### src/rtl/cmac_lanes_if.sv
// Operand and result streams of the multi-lane MAC engine.
// The engine is the slave of the operand stream and drives the result stream.
interface cmac_lanes_if #(
    parameter int unsigned LANES  = 4,
    parameter int unsigned DATA_W = 16
);
    logic                    in_valid;
    logic                    in_ready;
    logic [LANES*DATA_W-1:0] data;
    logic [LANES*DATA_W-1:0] weight;
    logic                    out_valid;
    logic                    out_ready;
    logic [LANES*DATA_W-1:0] result;
    logic [LANES-1:0]        sat_flag;

    modport master (
        output in_valid, data, weight, out_ready,
        input  in_ready, out_valid, result, sat_flag
    );

    modport slave (
        input  in_valid, data, weight, out_ready,
        output in_ready, out_valid, result, sat_flag
    );
endinterface

### src/rtl/cmac_lanes.sv
// LANES signed fixed-point MAC lanes sharing one control FSM and op count.
// Each lane accumulates op_num products (plus optional bias), then rescales, saturates, ReLUs.
module cmac_lanes #(
    parameter int unsigned LANES  = 4,
    parameter int unsigned DATA_W = 16,
    parameter int unsigned FRAC_W = 8,
    parameter int unsigned ACC_W  = 40,
    parameter int unsigned CNT_W  = 32
) (
    input  logic                    clk,
    input  logic                    rst_n,
    input  logic                    start_i,
    input  logic [CNT_W-1:0]        op_num_i,
    input  logic                    relu_en_i,
    input  logic                    bias_en_i,
    input  logic [LANES*DATA_W-1:0] bias_i,
    cmac_lanes_if.slave             bus,
    output logic                    busy_o
);
    localparam int unsigned PW = 2 * DATA_W;
    localparam logic signed [ACC_W-1:0] SatMax = {{(ACC_W-DATA_W+1){1'b0}}, {(DATA_W-1){1'b1}}};
    localparam logic signed [ACC_W-1:0] SatMin = {{(ACC_W-DATA_W+1){1'b1}}, {(DATA_W-1){1'b0}}};

    typedef enum logic [2:0] {StIdle, StLoad, StRun, StDrain, StOut} state_e;

    state_e                   state_q, state_d;
    logic [CNT_W-1:0]         op_num_q, remaining_q;
    logic                     relu_q, bias_en_q;
    logic [LANES*DATA_W-1:0]  bias_q;
    logic                     in_ready, out_valid, accept;
    logic                     v0_q, v1_q;
    logic [DATA_W-1:0]        opd_q [LANES];
    logic [DATA_W-1:0]        opw_q [LANES];
    logic [PW-1:0]            prod_q [LANES];
    logic signed [ACC_W-1:0]  acc_q [LANES];
    logic signed [ACC_W-1:0]  shifted [LANES];
    logic [DATA_W-1:0]        lane_res [LANES];
    logic [LANES*DATA_W-1:0]  conv_res, result_q;
    logic [LANES-1:0]         conv_sat, sat_q;

    always_ff @(posedge clk or negedge rst_n) begin
        if (!rst_n) begin
            state_q <= StIdle;
        end else begin
            state_q <= state_d;
        end
    end

    always_comb begin
        state_d = state_q;
        case (state_q)
            StIdle:  if (start_i) state_d = StLoad;
            StLoad:  state_d = StRun;
            StRun:   if (remaining_q == '0) state_d = StDrain;
            StDrain: if (!v0_q && !v1_q) state_d = StOut;
            StOut:   if (bus.out_ready) state_d = StIdle;
            default: state_d = StIdle;
        endcase
    end

    always_comb begin
        in_ready  = (state_q == StRun) && (remaining_q != '0);
        out_valid = (state_q == StOut);
        busy_o    = (state_q != StIdle);
    end

    assign accept        = bus.in_valid && in_ready;
    assign bus.in_ready  = in_ready;
    assign bus.out_valid = out_valid;
    assign bus.result    = result_q;
    assign bus.sat_flag  = sat_q;

    // Rescale to result format, clip to DATA_W, then ReLU on the clipped value.
    always_comb begin
        conv_res = '0;
        conv_sat = '0;
        for (int i = 0; i < LANES; i++) begin
            shifted[i]  = acc_q[i] >>> FRAC_W;
            lane_res[i] = shifted[i][DATA_W-1:0];
            if (shifted[i] > SatMax) begin
                lane_res[i] = SatMax[DATA_W-1:0];
                conv_sat[i] = 1'b1;
            end else if (shifted[i] < SatMin) begin
                lane_res[i] = SatMin[DATA_W-1:0];
                conv_sat[i] = 1'b1;
            end
            if (relu_q && lane_res[i][DATA_W-1]) lane_res[i] = '0;
            conv_res[i*DATA_W +: DATA_W] = lane_res[i];
        end
    end

    always_ff @(posedge clk or negedge rst_n) begin
        if (!rst_n) begin
            op_num_q    <= '0;
            remaining_q <= '0;
            relu_q      <= 1'b0;
            bias_en_q   <= 1'b0;
            bias_q      <= '0;
            v0_q        <= 1'b0;
            v1_q        <= 1'b0;
            result_q    <= '0;
            sat_q       <= '0;
            for (int i = 0; i < LANES; i++) begin
                opd_q[i]  <= '0;
                opw_q[i]  <= '0;
                prod_q[i] <= '0;
                acc_q[i]  <= '0;
            end
        end else begin
            if (state_q == StIdle && start_i) begin
                op_num_q  <= op_num_i;
                relu_q    <= relu_en_i;
                bias_en_q <= bias_en_i;
                bias_q    <= bias_i;
            end
            if (state_q == StLoad) begin
                remaining_q <= op_num_q;
            end else if (accept) begin
                remaining_q <= remaining_q - 1'b1;
            end
            // Operand capture, product, accumulate: a beat lands in acc two edges after accept.
            v0_q <= accept;
            v1_q <= v0_q;
            for (int i = 0; i < LANES; i++) begin
                if (accept) begin
                    opd_q[i] <= bus.data[i*DATA_W +: DATA_W];
                    opw_q[i] <= bus.weight[i*DATA_W +: DATA_W];
                end
                if (v0_q) begin
                    prod_q[i] <= {{DATA_W{opd_q[i][DATA_W-1]}}, opd_q[i]} *
                                 {{DATA_W{opw_q[i][DATA_W-1]}}, opw_q[i]};
                end
                if (state_q == StLoad) begin
                    acc_q[i] <= bias_en_q ?
                        ({{(ACC_W-DATA_W){bias_q[i*DATA_W+DATA_W-1]}},
                          bias_q[i*DATA_W +: DATA_W]} << FRAC_W) : '0;
                end else if (v1_q) begin
                    acc_q[i] <= acc_q[i] + {{(ACC_W-PW){prod_q[i][PW-1]}}, prod_q[i]};
                end
            end
            if (state_q == StDrain && state_d == StOut) begin
                result_q <= conv_res;
                sat_q    <= conv_sat;
            end
        end
    end
endmodule
### src/flat_wrapper.sv
// flat-port wrapper written by rule: the top's interface ports become plain ports
module cmac_lanes_flat 
#(
    parameter int unsigned LANES  = 4,
    parameter int unsigned DATA_W = 16,
    parameter int unsigned FRAC_W = 8,
    parameter int unsigned ACC_W  = 40,
    parameter int unsigned CNT_W  = 32
)
  (clk, rst_n, start_i, op_num_i, relu_en_i, bias_en_i, bias_i, busy_o, bus_in_valid, bus_data, bus_weight, bus_out_ready, bus_in_ready, bus_out_valid, bus_result, bus_sat_flag);
  cmac_lanes_if #(.LANES(LANES), .DATA_W(DATA_W)) bus_i ();
  input  logic clk;
  input  logic rst_n;
  input  logic start_i;
  input  logic [CNT_W-1:0] op_num_i;
  input  logic relu_en_i;
  input  logic bias_en_i;
  input  logic [LANES*DATA_W-1:0] bias_i;
  output logic busy_o;
  input wire logic [$bits(bus_i.in_valid)-1:0] bus_in_valid;
  input wire logic [$bits(bus_i.data)-1:0] bus_data;
  input wire logic [$bits(bus_i.weight)-1:0] bus_weight;
  input wire logic [$bits(bus_i.out_ready)-1:0] bus_out_ready;
  output wire logic [$bits(bus_i.in_ready)-1:0] bus_in_ready;
  output wire logic [$bits(bus_i.out_valid)-1:0] bus_out_valid;
  output wire logic [$bits(bus_i.result)-1:0] bus_result;
  output wire logic [$bits(bus_i.sat_flag)-1:0] bus_sat_flag;
  assign bus_i.in_valid = bus_in_valid;
  assign bus_i.data = bus_data;
  assign bus_i.weight = bus_weight;
  assign bus_i.out_ready = bus_out_ready;
  assign bus_in_ready = bus_i.in_ready;
  assign bus_out_valid = bus_i.out_valid;
  assign bus_result = bus_i.result;
  assign bus_sat_flag = bus_i.sat_flag;
  cmac_lanes #(.LANES(LANES), .DATA_W(DATA_W), .FRAC_W(FRAC_W), .ACC_W(ACC_W), .CNT_W(CNT_W)) u_core (.clk(clk), .rst_n(rst_n), .start_i(start_i), .op_num_i(op_num_i), .relu_en_i(relu_en_i), .bias_en_i(bias_en_i), .bias_i(bias_i), .bus(bus_i), .busy_o(busy_o));
endmodule
### config.mk
export PLATFORM = sky130hd
export DESIGN_NAME = cmac_lanes_flat
export DESIGN_NICKNAME = d
export VERILOG_FILES = /design/src/rtl/cmac_lanes_if.sv /design/src/rtl/cmac_lanes.sv /design/src/flat_wrapper.sv
export SDC_FILE = /design/constraint.sdc
export NUM_CORES = 2
export LEC_CHECK = 0
export CELL_PAD_IN_SITES_DETAIL_PLACEMENT = 0
export CELL_PAD_IN_SITES_GLOBAL_PLACEMENT = 1
export CORE_AREA = 2 2 566 427
export DETAILED_ROUTE_END_ITERATION = 8
export DIE_AREA = 0 0 568 429
export MAX_ROUTING_LAYER = met4
export PLACE_DENSITY_LB_ADDON = 0.1
export REMOVE_ABC_BUFFERS = 1
export SYNTH_ARGS = -nofsm -noshare
export SYNTH_HDL_FRONTEND = slang
export SYNTH_SLANG_ARGS = --single-unit
### constraint.sdc
create_clock -name clk -period 9.3 [get_ports clk]
set_clock_uncertainty 0.05 [all_clocks]
set_input_delay 0.93 -clock clk [delete_from_list [all_inputs] [get_ports clk]]
set_output_delay 0.93 -clock clk [all_outputs]
set_load 0.01 [all_outputs]
==> impl_metrics.env <==
export IMPL_cts_hold_buf=0
export IMPL_start_kind="flop"
export IMPL_cp_max_fo=17
export IMPL_r2r_end="u_core.prod_q[29]"
export IMPL_cts_buffer_depth=3
export IMPL_antenna_found_initial=21
export IMPL_ios=302
export IMPL_maxCapViolCount=0
export IMPL_drive_gt1_share_pct=5.393
export IMPL_core_um2=237600
export IMPL_grt_pass1_wl_mm=343.8
export IMPL_critPathKind="reg2reg"
export IMPL_ys_seq_area_share_pct=21.77
export IMPL_crit_family="adder cells"
export IMPL_grt_usage_pct=18.72
export IMPL_synthDistinctLibCells=83
export IMPL_status="finished, final reports clean"
export IMPL_cts_clk_slew_worst_paths_ns=0.06
export IMPL_synth_top_area_share_pct=29.60
export IMPL_wl_mm=218.9
export IMPL_grt_max_degree=146
export IMPL_end_kind="flop"
export IMPL_async_flop_share_pct=100.0
export IMPL_ctsRootBufferMaster="clkbuf_16"
export IMPL_finalHoldViolations=0
export IMPL_startpoint="u_core.opd_q[15]"
export IMPL_place_area_um2=77480
export IMPL_wire_per_inst_um=19.99
export IMPL_cpMostUsedCell="fa_1"
export IMPL_slew_viol_final=0
export IMPL_ctsResizeCount=0
export IMPL_dominantRegCellSynth="dfrtp_1"
export IMPL_drc_errors=0
export IMPL_post_synth_top_count_cell="inv_1"
export IMPL_synth_area_um2=71140
export IMPL_reg2reg_depth=21
export IMPL_final_core_util_pct=33.85
export IMPL_place_congestion=0.8328
export IMPL_hold_class="in2async"
export IMPL_avgViaCountPerCell=4.730
export IMPL_die_area_um2=243700
export IMPL_fp_dieH_um=429
export IMPL_firstDrtPassIters=5
export IMPL_initial_utilization_pct=29.95
export IMPL_worstReg2RegStart="u_core.opd_q[15]"
export IMPL_rsz0062_at_grt="no"
export IMPL_avgSynthCellArea_um2=9.365
export IMPL_critPathArrivalTime_ns=7.87
export IMPL_tightest_slew_ns=1.123
export IMPL_yosys_area_top_type="fa_1"
export IMPL_synth_common_cells="1198 x inv_1, 1100 x nand2_1, 1052 x fa_1, 619 x dfrtp_1, 497 x and2_1"
export IMPL_fillCellCount=24343
export IMPL_relSlewSlack_pct=25.12
export IMPL_num_vias=51816
export IMPL_finalInstanceArea_um2=80410
export IMPL_yosys_top_cells_area="fa_1 30%, dfrtp_1 22%, ha_1 8.5%, inv_1 6.3%, nand2_1 5.8%"
export IMPL_syn2layout_area_growth_pct=13.03
export IMPL_synthCells=7597
export IMPL_ant_nets=0
export IMPL_synth_seq_cells=619
export IMPL_rrSetupSlack_ns=1.96
export IMPL_dr_first_iter_drc_count=2740
export IMPL_final_nets=9508
export IMPL_synth_edf_count=0
export IMPL_critPathRequiredTime_ns=9.83
export IMPL_crit_chain="nand2_1, inv_1, fa_1, fa_1, fa_1, fa_1, fa_1, inv_1, fa_1, inv_1, ha_1, a21o_1, a21o_1, a221o_1, or3_1, a31oi_1, nor3_1, a21o_1, a21oi_1, xnor2_1, mux2_2"
export IMPL_max_freq_mhz=136.2
export IMPL_min_period_over_period_pct=78.95
export IMPL_dp_hpwl_mm=170.9
export IMPL_grt_pass1_vias=55394
export IMPL_clock_sinks=619
export IMPL_numCtsBuffers=82
export IMPL_cpMaxStageDelayCell="fa_1"
export IMPL_cp_num_buf_inv=3
export IMPL_die_w_um=568
export IMPL_cts_tree="done"
export IMPL_finalSetupViolCount=0
export IMPL_clock_latency_ns=0.72
export IMPL_cp_num_cells=21
export IMPL_post_cts_setup_buffers=0
export IMPL_ys_warn_count=0
export IMPL_min_period_ns=7.342
export IMPL_cts_htree_levels=3
export IMPL_crit_end="u_core.prod_q[29]"
export IMPL_io_buffers=301
export IMPL_critPathMaxStageDelay_ns=0.90
export IMPL_row_count=155
export IMPL_grt_remaining_overflow=0
-- cells in the final DEF, fill, tap and decap left out, types with 208 or more instances in the layout --
cell             synthesis  layout
fa_1                  1052    1052
inv_1                 1198    1197
clkdlybuf4s50_1          0     300
and2_1                 497     497
nand2_1               1100    1098
a21oi_1                386     386
xnor2_1                208     208
o21ai_0                246     246
dfrtp_1                619     616
ha_1                   486     486
nor2_1                 331     330
-- routing by layer --
metal  share of wire [%]  GRT usage [%]  up-vias  wire length (um)
li1                    -              -    24449                 -
met1                  51          27.33    26414            111400
met2                  43          27.38      760             94710
met3                 3.6          2.345      193              7816
met4                 2.3          4.454        0              5031
met5                   0              -        -                 0
-- area by class of cell --
class                      instances  area (um2)  area share (%)
inverter                        1200        4509           5.608
sequential                       619       15500           19.28
clock inverter                    35       543.0          0.6753
antenna                            7       17.52         0.02178
timing repair buffer             352        3451           4.291
tap                             3140        3929           4.886
multi-input combinational       5484       50090           62.29
clock buffer                     117        2375           2.953
-- metrics by stage --
stage               TNS [ns]  setup WS, ns  cells  hold WS [ns]
floorplan             -73.19        -1.917   7303        0.3848
global placement           0         2.014  10795        0.4000
detailed placement         0         1.987  10795        0.4041
CTS                        0         1.930  10947       0.06744
global route               0         1.576  10951        0.1055
finish                     0         1.958  10954        0.1206
-- how the worst min path moves through the flow --
stage / startpoint / to / cells after the start / slack, ns
floorplan: u_core.op_num_q[8] / u_core.remaining_q[8] / 2 / 0.38
global placement: u_core.op_num_q[8] / u_core.remaining_q[8] / 2 / 0.40
detailed placement: u_core.op_num_q[8] / u_core.remaining_q[8] / 2 / 0.40
CTS: rst_n / u_core.opw_q[14] / 1 / 0.07
global route: rst_n / u_core.opw_q[14] / 1 / 0.11
finish: rst_n / u_core.opw_q[15] / 1 / 0.12
-- logic make-up after synthesis --
kind of cell / count (synthesis) / synth area share (%)
simple gates: 2296 / 15.03
xor+xnor: 286 / 3.521
buf+inv: 1494 / 7.886
fa+ha+maj: 1538 / 38.15
flops: 619 / 21.77
mux: 253 / 3.903
compound gates: 1111 / 9.734
-- registers in the layout (all words and copies together), names as in the netlist --
signal,count
u_core.op_num_q,32
u_core.prod_q,128
u_core.opd_q,64
u_core.opw_q,64
u_core.state_q,3
u_core.acc_q,160
u_core.bias_q,64
u_core.bus.sat_flag,4
u_core.relu_q,1
u_core.bus.result,64
u_core.v0_q,1
u_core.remaining_q,32
u_core.v1_q,1
u_core.bias_en_q,1
-- worst reg2reg max path: cells and delay by family, from the launching register on --
kind                       cells  cell delay, ns
DFF                            1            0.83
xor gates and xnor gates       1            0.08
muxes                          1            0.26
AOI/OAI and AO/OA              6            1.20
and+or+nand+nor                3            0.65
buffers and inverters          3            0.27
adders and majority gates      7            3.87
Power is left out: the tool's default activity adds up to more than one toggle a clock period on the data nets, which glitch-free logic cannot reach.
